$ cat src/rtl/lcd4_stream_ctrl.sv
// HD44780-style 4-bit LCD controller: plays a fixed init sequence, then streams
// host bytes from a FIFO as two nibbles per byte, high nibble first.
module lcd4_stream_ctrl #(
  parameter int CLK_DIV = 64,
  parameter int E_WIDTH = 1,
  parameter int DEPTH   = 8
) (
  input  logic       clk,
  input  logic       rst_n,
  input  logic       in_valid,
  output logic       in_ready,
  input  logic       in_rs,
  input  logic [7:0] in_data,
  output logic [3:0] lcd_d,
  output logic       lcd_rs,
  output logic       lcd_e,
  output logic       init_done,
  output logic       busy
);

  localparam int AW = $clog2(DEPTH);

  typedef enum logic [1:0] {
    S_INIT = 2'd0,
    S_IDLE = 2'd1,
    S_LO   = 2'd2
  } state_t;

  state_t      r_state;
  state_t      w_state_nxt;
  logic [1:0]  r_idx;
  logic [1:0]  w_idx_nxt;

  logic [15:0] r_t;
  logic        w_slot_start;

  logic [8:0]  r_mem [DEPTH];
  logic [AW-1:0] r_wr_ptr;
  logic [AW-1:0] r_rd_ptr;
  logic [AW:0]   r_count;
  logic [8:0]  w_head;
  logic        w_push;
  logic        w_pop;
  logic        w_empty;

  logic        w_load;
  logic [3:0]  w_nib;
  logic        w_nib_rs;
  logic        w_init_last;

  logic [3:0]  r_d;
  logic        r_rs;
  logic        r_e;
  logic        r_loaded;
  logic        r_init_done;
  logic [3:0]  r_lo_nib;
  logic        r_lo_rs;

  assign w_slot_start = (r_t == 16'd0);
  assign w_empty      = (r_count == '0);
  assign w_head       = r_mem[r_rd_ptr];
  assign in_ready     = (r_count != (AW+1)'(DEPTH));
  assign w_push       = in_valid && in_ready;

  // Free-running slot timer; every state shares the same slot grid.
  always_ff @(posedge clk) begin
    if (!rst_n) begin
      r_t <= 16'd0;
    end else if (r_t == 16'(CLK_DIV - 1)) begin
      r_t <= 16'd0;
    end else begin
      r_t <= r_t + 16'd1;
    end
  end

  always_ff @(posedge clk) begin
    if (!rst_n) begin
      r_state <= S_INIT;
      r_idx   <= 2'd0;
    end else begin
      r_state <= w_state_nxt;
      r_idx   <= w_idx_nxt;
    end
  end

  // Only the count seen at slot start decides a pop, so a byte pushed in that
  // same cycle into an empty FIFO waits for the next slot.
  always_comb begin
    w_state_nxt = r_state;
    w_idx_nxt   = r_idx;
    w_pop       = 1'b0;
    w_load      = 1'b0;
    w_nib       = r_d;
    w_nib_rs    = r_rs;
    w_init_last = 1'b0;
    if (w_slot_start) begin
      case (r_state)
        S_INIT: begin
          w_load    = 1'b1;
          w_nib_rs  = 1'b0;
          w_idx_nxt = r_idx + 2'd1;
          case (r_idx)
            2'd0:    w_nib = 4'h3;
            2'd1:    w_nib = 4'h2;
            2'd2:    w_nib = 4'h0;
            default: w_nib = 4'hE;
          endcase
          if (r_idx == 2'd3) begin
            w_state_nxt = S_IDLE;
            w_init_last = 1'b1;
          end
        end
        S_IDLE: begin
          if (!w_empty) begin
            w_pop       = 1'b1;
            w_load      = 1'b1;
            w_nib       = w_head[7:4];
            w_nib_rs    = w_head[8];
            w_state_nxt = S_LO;
          end
        end
        S_LO: begin
          w_load      = 1'b1;
          w_nib       = r_lo_nib;
          w_nib_rs    = r_lo_rs;
          w_state_nxt = S_IDLE;
        end
        default: begin
          w_state_nxt = S_INIT;
          w_idx_nxt   = 2'd0;
        end
      endcase
    end
  end

  always_ff @(posedge clk) begin
    if (w_push) begin
      r_mem[r_wr_ptr] <= {in_rs, in_data};
    end
  end

  always_ff @(posedge clk) begin
    if (!rst_n) begin
      r_wr_ptr <= '0;
      r_rd_ptr <= '0;
      r_count  <= '0;
    end else begin
      if (w_push) begin
        r_wr_ptr <= r_wr_ptr + 1'b1;
      end
      if (w_pop) begin
        r_rd_ptr <= r_rd_ptr + 1'b1;
      end
      case ({w_push, w_pop})
        2'b10:   r_count <= r_count + 1'b1;
        2'b01:   r_count <= r_count - 1'b1;
        default: r_count <= r_count;
      endcase
    end
  end

  // E follows only slots that loaded a nibble; it spans t = 2 .. E_WIDTH+1.
  always_ff @(posedge clk) begin
    if (!rst_n) begin
      r_d         <= 4'h0;
      r_rs        <= 1'b0;
      r_e         <= 1'b0;
      r_loaded    <= 1'b0;
      r_init_done <= 1'b0;
      r_lo_nib    <= 4'h0;
      r_lo_rs     <= 1'b0;
    end else begin
      if (w_load) begin
        r_d  <= w_nib;
        r_rs <= w_nib_rs;
      end
      if (w_pop) begin
        r_lo_nib <= w_head[3:0];
        r_lo_rs  <= w_head[8];
      end
      if (w_slot_start) begin
        r_loaded <= w_load;
      end
      r_e <= r_loaded && (r_t >= 16'd1) && (r_t <= 16'(E_WIDTH));
      if (w_init_last) begin
        r_init_done <= 1'b1;
      end
    end
  end

  assign lcd_d     = r_d;
  assign lcd_rs    = r_rs;
  assign lcd_e     = r_e;
  assign init_done = r_init_done;
  assign busy      = (r_state != S_IDLE) || !w_empty || r_e;

endmodule

$ cat config.mk
export PLATFORM = sky130hd
export DESIGN_NAME = lcd4_stream_ctrl
export DESIGN_NICKNAME = d
export VERILOG_FILES = /design/src/rtl/lcd4_stream_ctrl.sv
export SDC_FILE = /design/constraint.sdc
export NUM_CORES = 1
export LEC_CHECK = 0
export BUFFER_PORTS_ARGS = -buffer_cell sky130_fd_sc_hd__buf_2
export CAP_MARGIN = 10
export CORE_MARGIN = 2
export CORE_UTILIZATION = 47
export DETAILED_ROUTE_END_ITERATION = 8
export SYNTH_ARGS = -nofsm -noshare
export SYNTH_HDL_FRONTEND = slang
export SYNTH_SLANG_ARGS = --single-unit
$ cat constraint.sdc
create_clock -name clk -period 7.9 [get_ports clk]
set_input_delay 1.185 -clock clk [delete_from_list [all_inputs] [get_ports clk]]
set_output_delay 1.185 -clock clk [all_outputs]
set_load 0.01 [all_outputs]
==> summary.txt <==
Die
  – Die Span Y: about 110 µm
  – Die Wd: 107.5 µm
  – IO Pins: 21
  – Core Box Area: 10370 µm²
  – Row cnt: 37
  – Initial Utilization: 48.59%
  – Die area: 11560 µm²

Min path
  – Min-delay worst type: reg2reg

Placement
  – RD Place Congestion: 0.7975
  – DP Area: 5303 µm²
  – DPL Wire Length: 6192 µm
  – Port bufs: 20
  – Inst Count DP: 534

Setup path
  – Worst Setup Start Kind: register
  – CP Buf/Inv Count: 1
  – CP max stage cell: nor4_1
  – Data arrival time of the critical path: 1.99 ns
  – Crit end category: primary output
  – Worst EP required: 6.71 ns
  – Critical Setup Path Class: reg2out
  – Peak fanout along the critical path: 7
  – CP max stage delay: 0.70 ns
  – CP delay by family, top: simple AND/OR/NAND/NOR gates
  – CP Cell Sequence: nor4_1, nand3b_1, buf_2

Final layout
  – Design area: 5904 µm²
  – Final Non-Filler Cells: ~570
  – Layout Nets: 446
  – Most common cell after layout, fill and taps aside: edfxtp_1
  – Share of cells above drive strength 1: 18.60%
  – ANT cells: 0
  – Most frequent cells in the layout: edfxtp_1, dfxtp_1, nor2_1
  – Area added between synthesis and finish: 17.18%

Logic synthesis
  – Synth Cell Area: 5039 µm²
  – Sequential share of the synthesized area: between 60% and 70%
  – Syn Nets: approximately 420
  – Post-synth EDFFs: roughly 70
  – Synthesis-stage register bit count: about 120
  – Post-synth ARST share: 0%
  – Mapped Avg Cell Area: 13.05 µm²
  – Yosys warning total: 0
  – Primary FF master, synth: edfxtp_1
  – Synth unique cells: 45
  – Cells after Synth: between 300 and 400

CTS
  – CTS Buf Count: 17
  – CTS Sinks: 118
  – Post-CTS setup buffers: 0
  – H-tree Lvls: 4
  – CTS tree: yes
  – Clock transition at path regs: 0.06 ns
  – Clock Latency Late Sink: roughly 0.53 ns
  – Worst-case clock buffer depth: 2
  – PostCTS Resize Cnt: 0
  – Root Buffer: clkbuf_8
  – Hold-fix buffers at CTS: 0

Timing
  – Slew margin rel.: 21.82%
  – Fin Clk Skew: between 0.01 and 0.015 ns
  – Max Freq: 0.3148 GHz
  – Min Tclk post-route: 3.177 ns
  – Final worst path period share: 40.21%
  – Sum Neg Setup Slack: 0 ns
  – RSZ-0062 raised after global routing: false
  – Final setup violation count: 0
  – Worst slew pin tran: 1.168 ns
  – Max Slew Vio Count: 0
  – Final Hold Fails: 0

Power
  – Peak VDD IR: 203.9 µV
  – Pwr per Cell Area: about 260 nW/µm²
  – P_leak: 2.106 nW
  – Total power: ~1.5 mW

Routing
  – Pre-antenna DRT Iters: 4
  – Wire per inst: around 17 µm
  – Vias per cell: 5.375
  – Final antenna-violating net count: 0
  – Vias post-DR: 3042
  – Routed wire length: around 9500 µm
  – Initial drt markers: 145
  – DRC Markers: 0

Outcome
  – Status: complete, no violations

Global routing
  – Pin count of the biggest net entering global routing: 34
  – Tot GR Track Use: 18.39%
  – Initial antenna violation count: 0
  – First-pass GRT wire length: between 15000 and 20000 µm
  – Number of global-route vias before repair: 2995
  – Grt total ovfl: 0

Flow run
  – # Max-Cap Violations: 0
-- cell families after synthesis --
logic type	Yosys count	synth area share, %
mux	35	9.883
xor+xnor	21	3.650
flops	118	61.19
compound gates	40	5.835
buf+inv	26	2.111
simple gates	129	13.11
fa+ha+maj	17	4.221
-- synth_stat cells, types with 2 or more instances --
library cell  number  area share (%)
or4_1              2            0.30
xor2_1            12             2.1
a211oi_1           3            0.45
mux4_2            11             4.9
edfxtp_1          72              43
o211ai_1           2            0.30
a32o_1             2            0.40
a21oi_1            5            0.50
o211a_1            4            0.79
o21ai_0            6            0.60
nor3_1             9            0.89
nor2_1            29             2.2
mux2i_1           16             3.2
ha_1              17             4.2
nand2b_1           7            0.87
dfxtp_1           46              18
a21boi_0           3            0.45
mux2_2             8             1.8
nor3b_1            2            0.30
inv_1             11            0.82
buf_2              6            0.60
a31oi_1            4            0.50
nand3_1           13             1.3
nand2_1           27             2.0
xnor2_1            9             1.6
a2111oi_0          4            0.70
and2_1             7            0.87
buf_1              2            0.15
clkbuf_1           6            0.45
nand4_1            5            0.62
o22ai_1            2            0.25
nor4_1             7            0.87
nand3b_1           2            0.30
nor2b_1           14             1.7
-- layout make-up --
| class | count | area, µm² |
|---|---|---|
| Tap cell | 136 | 170.2 |
| Multi-Input combinational cell | 242 | 1856 |
| Clock buffer | 18 | 417.9 |
| Sequential cell | 118 | 3083 |
| Fill cell | 880 | 4466 |
| Timing Repair Buffer | 27 | 152.6 |
| Inverter | 11 | 41.29 |
| Clock inverter | 14 | 183.9 |
-- per-layer routing --
metal  vias to the layer above  global-route usage (%)  part of all wire, %
met5                         -                       0                    0
met4                         0                   8.242                  1.4
met3                        11                   5.448                  3.3
met2                        47                   30.05                   50
met1                      1488                   22.56                   46
li1                       1496                       -                    -
-- registers in the layout (all words and copies together) (netlist names), 2 cells and up, named ones only --
signal	cells
r_mem	72
r_t	16
lcd_d	4
r_count	4
r_lo_nib	4
r_rd_ptr	3
r_wr_ptr	3
r_idx	2
r_state	2
-- report_power, final --
group          internal [mW]  switching (mW)  total (mW)  leakage [nW]
clock                  0.508           0.263       0.771         0.290
sequential             0.674          0.0129       0.686          1.03
combinational         0.0375          0.0539      0.0914         0.789
-- worst min-delay path, cell delays in order (launching register included) --
cell,delay [ns]
dfxtp_1,0.31
nand4_1,0.07
nor2_1,0.04
-- worst paths after layout --
check	start	cells past startpoint	slack [ns]	to
min reg2reg	r_loaded	2	0.46	lcd_e
max reg2reg	r_state[1]	11	4.91	r_count[2]
max	r_count[0]	3	4.72	busy
min	r_loaded	2	0.46	lcd_e
-- metrics by stage --
stage | hold slack, ns | setup slack, ns | utilization, %
5_1_grt | 0.4964 | 4.563 | 56.94
3_5_place_dp | 0.4524 | 4.937 | 51.13
2_1_floorplan | 0.4242 | 5.225 | -
3_3_place_gp | 0.4637 | 5.001 | 51.13
6_report | 0.4598 | 4.723 | 56.94
4_1_cts | 0.4606 | 4.672 | 56.94
(Power assumes the default switching activity.)
